<file path="src/rtl/lsu_pkg.sv">
// Shared definitions for the MEM-stage load/store unit.
//   lsu_state_t   : IDLE / REQ / DONE bus sequencing states
//   F3_*          : RV32 load/store funct3 size/sign encodings
//   is_misaligned : flags an access that must not reach the bus, either
//                   because it is misaligned or because funct3 is illegal
//                   for that direction (stores have no unsigned variants)
package lsu_pkg;

  typedef enum logic [1:0] {
    IDLE = 2'd0,
    REQ  = 2'd1,
    DONE = 2'd2
  } lsu_state_t;

  localparam logic [2:0] F3_B  = 3'b000;
  localparam logic [2:0] F3_H  = 3'b001;
  localparam logic [2:0] F3_W  = 3'b010;
  localparam logic [2:0] F3_BU = 3'b100;
  localparam logic [2:0] F3_HU = 3'b101;

  function automatic logic is_misaligned(input logic [2:0] funct3,
                                         input logic [1:0] addr_lo,
                                         input logic       is_store);
    logic bad;
    case (funct3)
      F3_B:    bad = 1'b0;
      F3_BU:   bad = is_store;
      F3_H:    bad = addr_lo[0];
      F3_HU:   bad = is_store | addr_lo[0];
      F3_W:    bad = (addr_lo != 2'b00);
      default: bad = 1'b1;
    endcase
    return bad;
  endfunction

endpackage

</file>
<file path="src/rtl/lsu_align.sv">
// Combinational lane steering for the load/store unit.
//   funct3    in  : access size/sign
//   byte_off  in  : address bits [1:0]
//   rdata     in  : raw bus read word
//   sd        in  : raw store operand (rs2)
//   load_data out : extracted and sign/zero-extended load result
//   wstrb     out : byte strobes for a store
//   wdata     out : store operand replicated across all lanes
module lsu_align
  import lsu_pkg::*;
(
  input  logic [2:0]  funct3,
  input  logic [1:0]  byte_off,
  input  logic [31:0] rdata,
  input  logic [31:0] sd,
  output logic [31:0] load_data,
  output logic [3:0]  wstrb,
  output logic [31:0] wdata
);

  logic [31:0] shifted;
  logic [7:0]  sel_byte;
  logic [15:0] sel_half;

  always_comb begin
    shifted  = rdata >> {byte_off, 3'b000};
    sel_byte = shifted[7:0];
    sel_half = byte_off[1] ? rdata[31:16] : rdata[15:0];

    case (funct3)
      F3_B:    load_data = {{24{sel_byte[7]}}, sel_byte};
      F3_BU:   load_data = {24'h0, sel_byte};
      F3_H:    load_data = {{16{sel_half[15]}}, sel_half};
      F3_HU:   load_data = {16'h0, sel_half};
      default: load_data = rdata;
    endcase

    // Only the size bits matter for stores; illegal encodings never reach the bus.
    case (funct3[1:0])
      2'b00: begin
        wstrb = 4'b0001 << byte_off;
        wdata = {4{sd[7:0]}};
      end
      2'b01: begin
        wstrb = 4'b0011 << byte_off;
        wdata = {2{sd[15:0]}};
      end
      default: begin
        wstrb = 4'b1111;
        wdata = sd;
      end
    endcase
  end

endmodule

</file>
<file path="src/rtl/mem_lsu.sv">
// MEM-stage load/store unit: turns one load/store into a single req/ack
// data-bus transaction, stalls the pipeline while it is outstanding and
// presents the formatted load result in the DONE cycle.
//   clk, reset (async, active low)
//   mem_rd/mem_wr/funct3/mem_addr/store_data : EX/MEM instruction fields
//   dbus_*      : data-memory bus (word-aligned address, byte strobes)
//   read_data   : formatted load result for MEM/WB
//   stall       : hold upstream stages while the access is in flight
//   misaligned  : pulse for misaligned / illegal accesses (no bus cycle)
//   bus_err     : timeout pulse, only with LSU_TIMEOUT_EN defined
// Optional feature macro: LSU_TIMEOUT_EN enables the ack timeout counter.
module mem_lsu
  import lsu_pkg::*;
#(
  parameter int ADDR_W         = 32,
  parameter int TIMEOUT_CYCLES = 16
) (
  input  logic              clk,
  input  logic              reset,
  input  logic              mem_rd,
  input  logic              mem_wr,
  input  logic [2:0]        funct3,
  input  logic [ADDR_W-1:0] mem_addr,
  input  logic [31:0]       store_data,
  output logic              dbus_req,
  output logic              dbus_we,
  output logic [ADDR_W-1:0] dbus_addr,
  output logic [31:0]       dbus_wdata,
  output logic [3:0]        dbus_wstrb,
  input  logic [31:0]       dbus_rdata,
  input  logic              dbus_ack,
  output logic [31:0]       read_data,
  output logic              stall,
  output logic              misaligned,
  output logic              bus_err
);

  lsu_state_t        state_q, state_d;
  logic              req_q, req_d;
  logic              we_q, we_d;
  logic [ADDR_W-1:0] addr_q, addr_d;
  logic [31:0]       wdata_q, wdata_d;
  logic [3:0]        wstrb_q, wstrb_d;
  logic [31:0]       read_data_q, read_data_d;
  logic [2:0]        f3_q, f3_d;
  logic [1:0]        off_q, off_d;

`ifdef LSU_TIMEOUT_EN
  localparam int CNT_W = $clog2(TIMEOUT_CYCLES) + 1;
  logic [CNT_W-1:0]  cnt_q, cnt_d;
  logic              bus_err_q, bus_err_d;
`else
  logic [31:0]       timeout_unused;
  assign timeout_unused = 32'(TIMEOUT_CYCLES);
`endif

  logic        access, bad;
  logic [2:0]  al_f3;
  logic [1:0]  al_off;
  logic [31:0] al_load, al_wdata;
  logic [3:0]  al_wstrb;

  assign access = mem_rd | mem_wr;
  assign bad    = is_misaligned(funct3, mem_addr[1:0], mem_wr);

  // In IDLE the aligner formats the live store operand; afterwards it
  // formats the returning read word with the latched size/offset.
  assign al_f3  = (state_q == IDLE) ? funct3 : f3_q;
  assign al_off = (state_q == IDLE) ? mem_addr[1:0] : off_q;

  lsu_align u_align (
    .funct3    (al_f3),
    .byte_off  (al_off),
    .rdata     (dbus_rdata),
    .sd        (store_data),
    .load_data (al_load),
    .wstrb     (al_wstrb),
    .wdata     (al_wdata)
  );

  always_comb begin
    state_d     = state_q;
    req_d       = req_q;
    we_d        = we_q;
    addr_d      = addr_q;
    wdata_d     = wdata_q;
    wstrb_d     = wstrb_q;
    read_data_d = read_data_q;
    f3_d        = f3_q;
    off_d       = off_q;
    stall       = 1'b0;
    misaligned  = 1'b0;
`ifdef LSU_TIMEOUT_EN
    cnt_d       = cnt_q;
    bus_err_d   = 1'b0;
`endif

    case (state_q)
      IDLE: begin
        if (access) begin
          if (bad) begin
            misaligned = 1'b1;
          end else begin
            stall   = 1'b1;
            state_d = REQ;
            req_d   = 1'b1;
            we_d    = mem_wr;
            addr_d  = {mem_addr[ADDR_W-1:2], 2'b00};
            wdata_d = mem_wr ? al_wdata : 32'h0;
            wstrb_d = mem_wr ? al_wstrb : 4'h0;
            f3_d    = funct3;
            off_d   = mem_addr[1:0];
`ifdef LSU_TIMEOUT_EN
            cnt_d   = '0;
`endif
          end
        end
      end
      REQ: begin
        stall = 1'b1;
        if (dbus_ack) begin
          req_d       = 1'b0;
          read_data_d = we_q ? 32'h0 : al_load;
          state_d     = DONE;
        end
`ifdef LSU_TIMEOUT_EN
        else if (cnt_q == CNT_W'(TIMEOUT_CYCLES - 1)) begin
          req_d       = 1'b0;
          read_data_d = 32'h0;
          bus_err_d   = 1'b1;
          state_d     = DONE;
        end else begin
          cnt_d = cnt_q + 1'b1;
        end
`endif
      end
      DONE:    state_d = IDLE;
      default: state_d = IDLE;
    endcase
  end

  always_ff @(posedge clk or negedge reset) begin
    if (!reset) begin
      state_q     <= IDLE;
      req_q       <= 1'b0;
      we_q        <= 1'b0;
      addr_q      <= '0;
      wdata_q     <= 32'h0;
      wstrb_q     <= 4'h0;
      read_data_q <= 32'h0;
      f3_q        <= 3'b000;
      off_q       <= 2'b00;
`ifdef LSU_TIMEOUT_EN
      cnt_q       <= '0;
      bus_err_q   <= 1'b0;
`endif
    end else begin
      state_q     <= state_d;
      req_q       <= req_d;
      we_q        <= we_d;
      addr_q      <= addr_d;
      wdata_q     <= wdata_d;
      wstrb_q     <= wstrb_d;
      read_data_q <= read_data_d;
      f3_q        <= f3_d;
      off_q       <= off_d;
`ifdef LSU_TIMEOUT_EN
      cnt_q       <= cnt_d;
      bus_err_q   <= bus_err_d;
`endif
    end
  end

  assign dbus_req   = req_q;
  assign dbus_we    = we_q;
  assign dbus_addr  = addr_q;
  assign dbus_wdata = wdata_q;
  assign dbus_wstrb = wstrb_q;
  // A rejected access must present zero to MEM/WB without disturbing the held value.
  assign read_data  = misaligned ? 32'h0 : read_data_q;
`ifdef LSU_TIMEOUT_EN
  assign bus_err    = bus_err_q;
`else
  assign bus_err    = 1'b0;
`endif

endmodule

</file>
<file path="config.mk">
export PLATFORM = sky130hd
export DESIGN_NAME = mem_lsu
export DESIGN_NICKNAME = d
export VERILOG_FILES = /design/src/rtl/lsu_pkg.sv /design/src/rtl/lsu_align.sv /design/src/rtl/mem_lsu.sv
export SDC_FILE = /design/constraint.sdc
export NUM_CORES = 1
export LEC_CHECK = 0
export CORE_ASPECT_RATIO = 0.9
export CORE_UTILIZATION = 47
export DETAILED_ROUTE_END_ITERATION = 10
export PLACE_DENSITY = 0.86
export RECOVER_POWER = 25
export SLEW_MARGIN = 10
export SYNTH_ARGS = -nofsm -noshare
export SYNTH_HDL_FRONTEND = slang
export SYNTH_SLANG_ARGS = --single-unit
</file>
<file path="constraint.sdc">
create_clock -name clk -period 6.9 [get_ports clk]
set_input_delay 0.69 -clock clk [delete_from_list [all_inputs] [get_ports clk]]
set_output_delay 0.69 -clock clk [all_outputs]
set_load 0.1 [all_outputs]
</file>
## After elaboration in Yosys (flattened, before gate mapping)

Index checks and enable logic that the tools add are counted.

- Register bits after elaboration: 107
- Input bits: 104
- Output and inout port bits: 105
- Logic and storage cells: 62

- Equality and inequality tests: 12
- Shift-type cells: 3
- Multiplexer cells: 25
- Bitwise gates (word level): 3
- Reductions and logical operators: 10

Operators by type and width:

| cell | count |
|---|---|
| $pmux 32 s4 | 1 |
| $mux 32 | 3 |
| $pmux 32 s2 | 1 |
| $shr 32x5->8 | 1 |
| $mux 16 | 1 |
| $eq 3x3->1 const B | 4 |
| $mux 1 | 8 |
| $mux 2 | 4 |
| $pmux 4 s2 | 1 |
| $eq 3x1->1 const B | 2 |
| $logic_not 3->1 | 2 |
| $ne 2x2->1 const B | 3 |
| $reduce_and 3->1 | 2 |
| $pmux 1 s5 | 1 |
| $eq 2x1->1 const B | 2 |
| $logic_not 2->1 | 2 |
| $mux 4 | 1 |
| $pmux 1 s2 | 2 |
| $pmux 2 s2 | 1 |
| $reduce_and 4->1 | 1 |
| $reduce_bool 2->1 | 2 |
| $shl 1x2->4 const A | 1 |
| $shl 2x2->4 const A | 1 |
| $eq 3x2->1 const B | 1 |
| other kinds (4) | 5 |

## Longest topological paths before layout

- Depth in word-level cells: 6
- Depth in mapped cells: 8
- Depth with buffers taken out: 5

## By module

A second synthesis with hierarchy kept.

- Cell total of the unflattened synthesis: 547
- Area, all modules: 5786.8 sq um

By module, submodules not included:

| module | instances | cells an instance | area each (sq um) | sequential area each (sq um) |
|---|---|---|---|---|
| mem_lsu | 1 | 359 | 4434.3 | 2677.6 |
| lsu_align | 1 | 188 | 1352.5 | 0.0 |

## Least setup slack after synthesis

OpenSTA, ideal clock, no wires.

- Kind: input -> output
- Start point: input funct3[0]
- End point: output read_data[22]
- Data arrival time: 3.757 ns
- Data required time: 6.210 ns
- Path slack: 2.453 ns
- Stages: 5
- Path buffers: 2
- Cells stage by stage: clkbuf_1 -> o41ai_1 -> nor2_1 -> clkbuf_1 -> nor2b_1

- Cells in the longest elaborated chain, start to end: 6
- Elaborated cells on any way between the ends: 10
- Those cells by class: eq/ne: 4; mux: 5; reduce/logical: 1

Ends and longest elaborated chain:

| what | RTL line | text |
|---|---|---|
| start, declared | mem_lsu.sv:22 | `input logic [2:0] funct3,` |
| $eq 3x2->1 (tied with other cells) | lsu_pkg.sv:25 | `case (funct3)` |
| $pmux 1 s5 (*) | lsu_pkg.sv:25 |  |
| $mux 1 (*) | mem_lsu.sv:101 | `if (bad) begin` |
| $mux 1 (*) | mem_lsu.sv:100 | `if (access) begin` |
| $mux 1 (*) | mem_lsu.sv:98 | `case (state_q)` |
| named net misaligned | mem_lsu.sv:34 | `output logic misaligned,` |
| $mux 32 (*) | mem_lsu.sv:180 | `assign read_data = misaligned ? 32'h0 : read_data_q;` |
| end, declared | mem_lsu.sv:32 | `output logic [31:0] read_data,` |

Mark *: on every way through the listed nets, which the timed path passes. The rest lies on a longest branch.

## Worst setup path after layout

- Start point: input funct3[0]
- End point: output read_data[7]

- Cells in the longest elaborated chain, start to end: 6
- Elaborated cells on any way between the ends: 10
- Those cells by class: eq/ne: 4; mux: 5; reduce/logical: 1

Ends and longest elaborated chain:

| what | RTL line |
|---|---|
| $eq 3x2->1 (tied with other cells) | lsu_pkg.sv:25 |
| $pmux 1 s5 (*) | lsu_pkg.sv:25 |
| $mux 1 (*) | mem_lsu.sv:101 |
| $mux 1 (*) | mem_lsu.sv:100 |
| $mux 1 (*) | mem_lsu.sv:98 |
| $mux 32 (*) | mem_lsu.sv:180 |

Mark *: on every way between the ends. The rest lies on a longest branch, timed or not.

==> out/metrics.yaml <==
synth_top_area_frac: 0.5122
synth_edf_count: 0
cts.path.max_buffers: 2
synth_cell_types: 41
htreeDepth: 3
dr.pass1.iters: 5
die_area_sq_um: 11550
avgSynthCellArea_sq_um: 10.69
gp_congestion: 0.8937
maxCapViolations: 2
postCtsHoldBufs: 0
arrival_ns: 3.79
num_antenna_cells: 0
setup_violations: 0
clock_sinks: 107
dp_hpwl_microns: 11250
drv_slew: 83
hold_path_class: "flip-flop to flip-flop"
violations: "max-capacitance violations, max-slew violations"
seq_area_frac_synth: 0.5122
clk_latency_ns: 0.34
initial_core_util: 0.4836
grt_pass1_wl_microns: 23990
final.setup.tns_ns: 0
cp-end-kind: "output port"
portBuffers: 205
cts_tree: "done"
grt_usage: 0.2710
rsz0062_at_grt: "no"
ys_warn_count: 0
wl_per_cell_microns: 18.81
synth_most_common_cell: "dfrtp_1"
worst_pin_slew_ns: 2.341
ant_nets: 0
drive_gt1_frac: 0.1384
crit_fanout: 33
num_io_pins: 209
timing.slew.headroom: -0.5610
yosysTopAreaCell: "dfrtp_1"
synth.cell_area_sq_um: 5228
final_nets: 779
async_flop_share: 1.000
fp-row-count: 36
finalCritPeriodShare: 0.6496
fp.coreArea_sq_um: 10810
drc: 0
yosys_most_used_dff: "dfrtp_1"
finalHoldViolCount: 0
dr.first_iter.drc_count: 371
path_class: "input port to output port"
fmaxAchievable_mhz: 223.1
yosys-top-cells-area: "dfrtp_1 51%, mux2_2 9.9%, o21ai_0 5.2%"
synthTopCellsByCount: "107 x dfrtp_1, 61 x nand2_1, 54 x o21ai_0"
wirelength_microns: 15270
critPathLaunchType: "input port"
area_growth_pct: 45.79
detail_route.vias_per_cell: 5.656
gr-total-overflow: 0
synth_seq_cells: 107
cts-buffers-inserted: 9
fp.dieW_microns: 113.2
first_global_vias: 4610
cts_setup_buffers: 0
skew_ns: 0.007599
min_period_ns: 4.482
grt_max_degree: 75
vias: 4593
cts-root-buf: "clkbuf_16"
antenna_found_initial: 0
clk_pin_slew_ns: 0.07
required_ns: 6.21
ctsResizeCount: 0
fp.dieH_microns: 102.1
syn_inst: 489
status: "complete, but fails checks"
==> stage by stage <==
| step | setup slack, ns | std cells | hold WS, ns | area [sq um] | utilization |
|---|---|---|---|---|---|
| final | 2.418 | 812 | 0.4757 | 7621 | 0.7050 |
| after global routing | 2.206 | 812 | 0.5064 | 7621 | 0.7050 |
| after CTS | 2.436 | 812 | 0.3545 | 7629 | 0.7057 |
| after detailed placement | 2.450 | 797 | 0.4628 | 7341 | 0.6791 |
| after global placement | 2.634 | 797 | 0.4606 | 7341 | 0.6791 |
| after floorplan | 2.453 | 491 | 0.3944 | 5235 | - |
==> flip-flops by register name, indices dropped and copies added, names as in the netlist <==
| name | flops |
|---|---|
| read_data_q | 32 |
| f3_q | 3 |
| state_q | 2 |
| dbus_addr | 30 |
| dbus_req | 1 |
| off_q | 2 |
| dbus_we | 1 |
| dbus_wstrb | 4 |
| dbus_wdata | 32 |
==> per-layer routing <==
layer / routed length, microns / global-route usage / vias to the layer above
li1: - / - / 2110
met1: 6270 / 0.3442 / 2225
met2: 7381 / 0.4394 / 223
met3: 1196 / 0.07829 / 35
met4: 425 / 0.1134 / 0
met5: 0 / 0 / -
==> worst max-delay path, stage by stage <==
cell             delay, ns
clkdlybuf4s50_1       0.55
o41ai_1               0.83
nor2_2                0.11
buf_4                 0.28
nor2b_1               0.17
clkdlybuf4s50_1       1.15
==> cell usage in the layout, fill, tap and decap left out, types with 9 or more instances in the layout <==
| master | synthesis | layout |
|---|---|---|
| nor2b_1 | 33 | 33 |
| a21oi_1 | 28 | 27 |
| mux2i_1 | 18 | 17 |
| nor2_1 | 20 | 19 |
| clkdlybuf4s50_1 | 0 | 204 |
| o31ai_2 | 9 | 9 |
| o21ai_0 | 54 | 54 |
| dfrtp_1 | 107 | 107 |
| mux2_2 | 46 | 46 |
| clkbuf_16 | 0 | 9 |
| nand2_1 | 61 | 61 |
==> final timing paths <==
check | startpoint | to | slack (ns) | cells past startpoint
hold reg to reg | dbus_wdata[17] | dbus_wdata[17] | 0.48 | 2
setup / recovery | funct3[0] | read_data[7] | 2.42 | 6
hold / removal | dbus_wdata[17] | dbus_wdata[17] | 0.48 | 2
max in group asynchronous | reset | read_data_q[6] | 4.01 | 2
min in group asynchronous | reset | dbus_addr[26] | 1.04 | 1
setup reg to reg | state_q[1] | read_data_q[14] | 3.53 | 5
==> layout make-up <==
type                       instances  area, sq um
fill                             841         3189
sequential                       107         2678
multi-input combinational        343         2387
timing repair buffer             212         2095
clock buffer                      12        266.5
tap                              133        166.4
clock inverter                     3        21.27
inverter                           2        7.507
==> cell families (layout without fill, tap and decap cells) <==
logic type / count (synthesis) / after routing / synth area share
buf+inv: 41 / 229 / 0.03494
simple gates: 134 / 134 / 0.1264
flops: 107 / 107 / 0.5122
compound gates: 140 / 140 / 0.1836
mux: 66 / 66 / 0.1422
other cells: 1 / 3 / 0.0007174
Power is left out: the tool's default activity adds up to more than one toggle a clock period on the data nets, which glitch-free logic cannot reach.
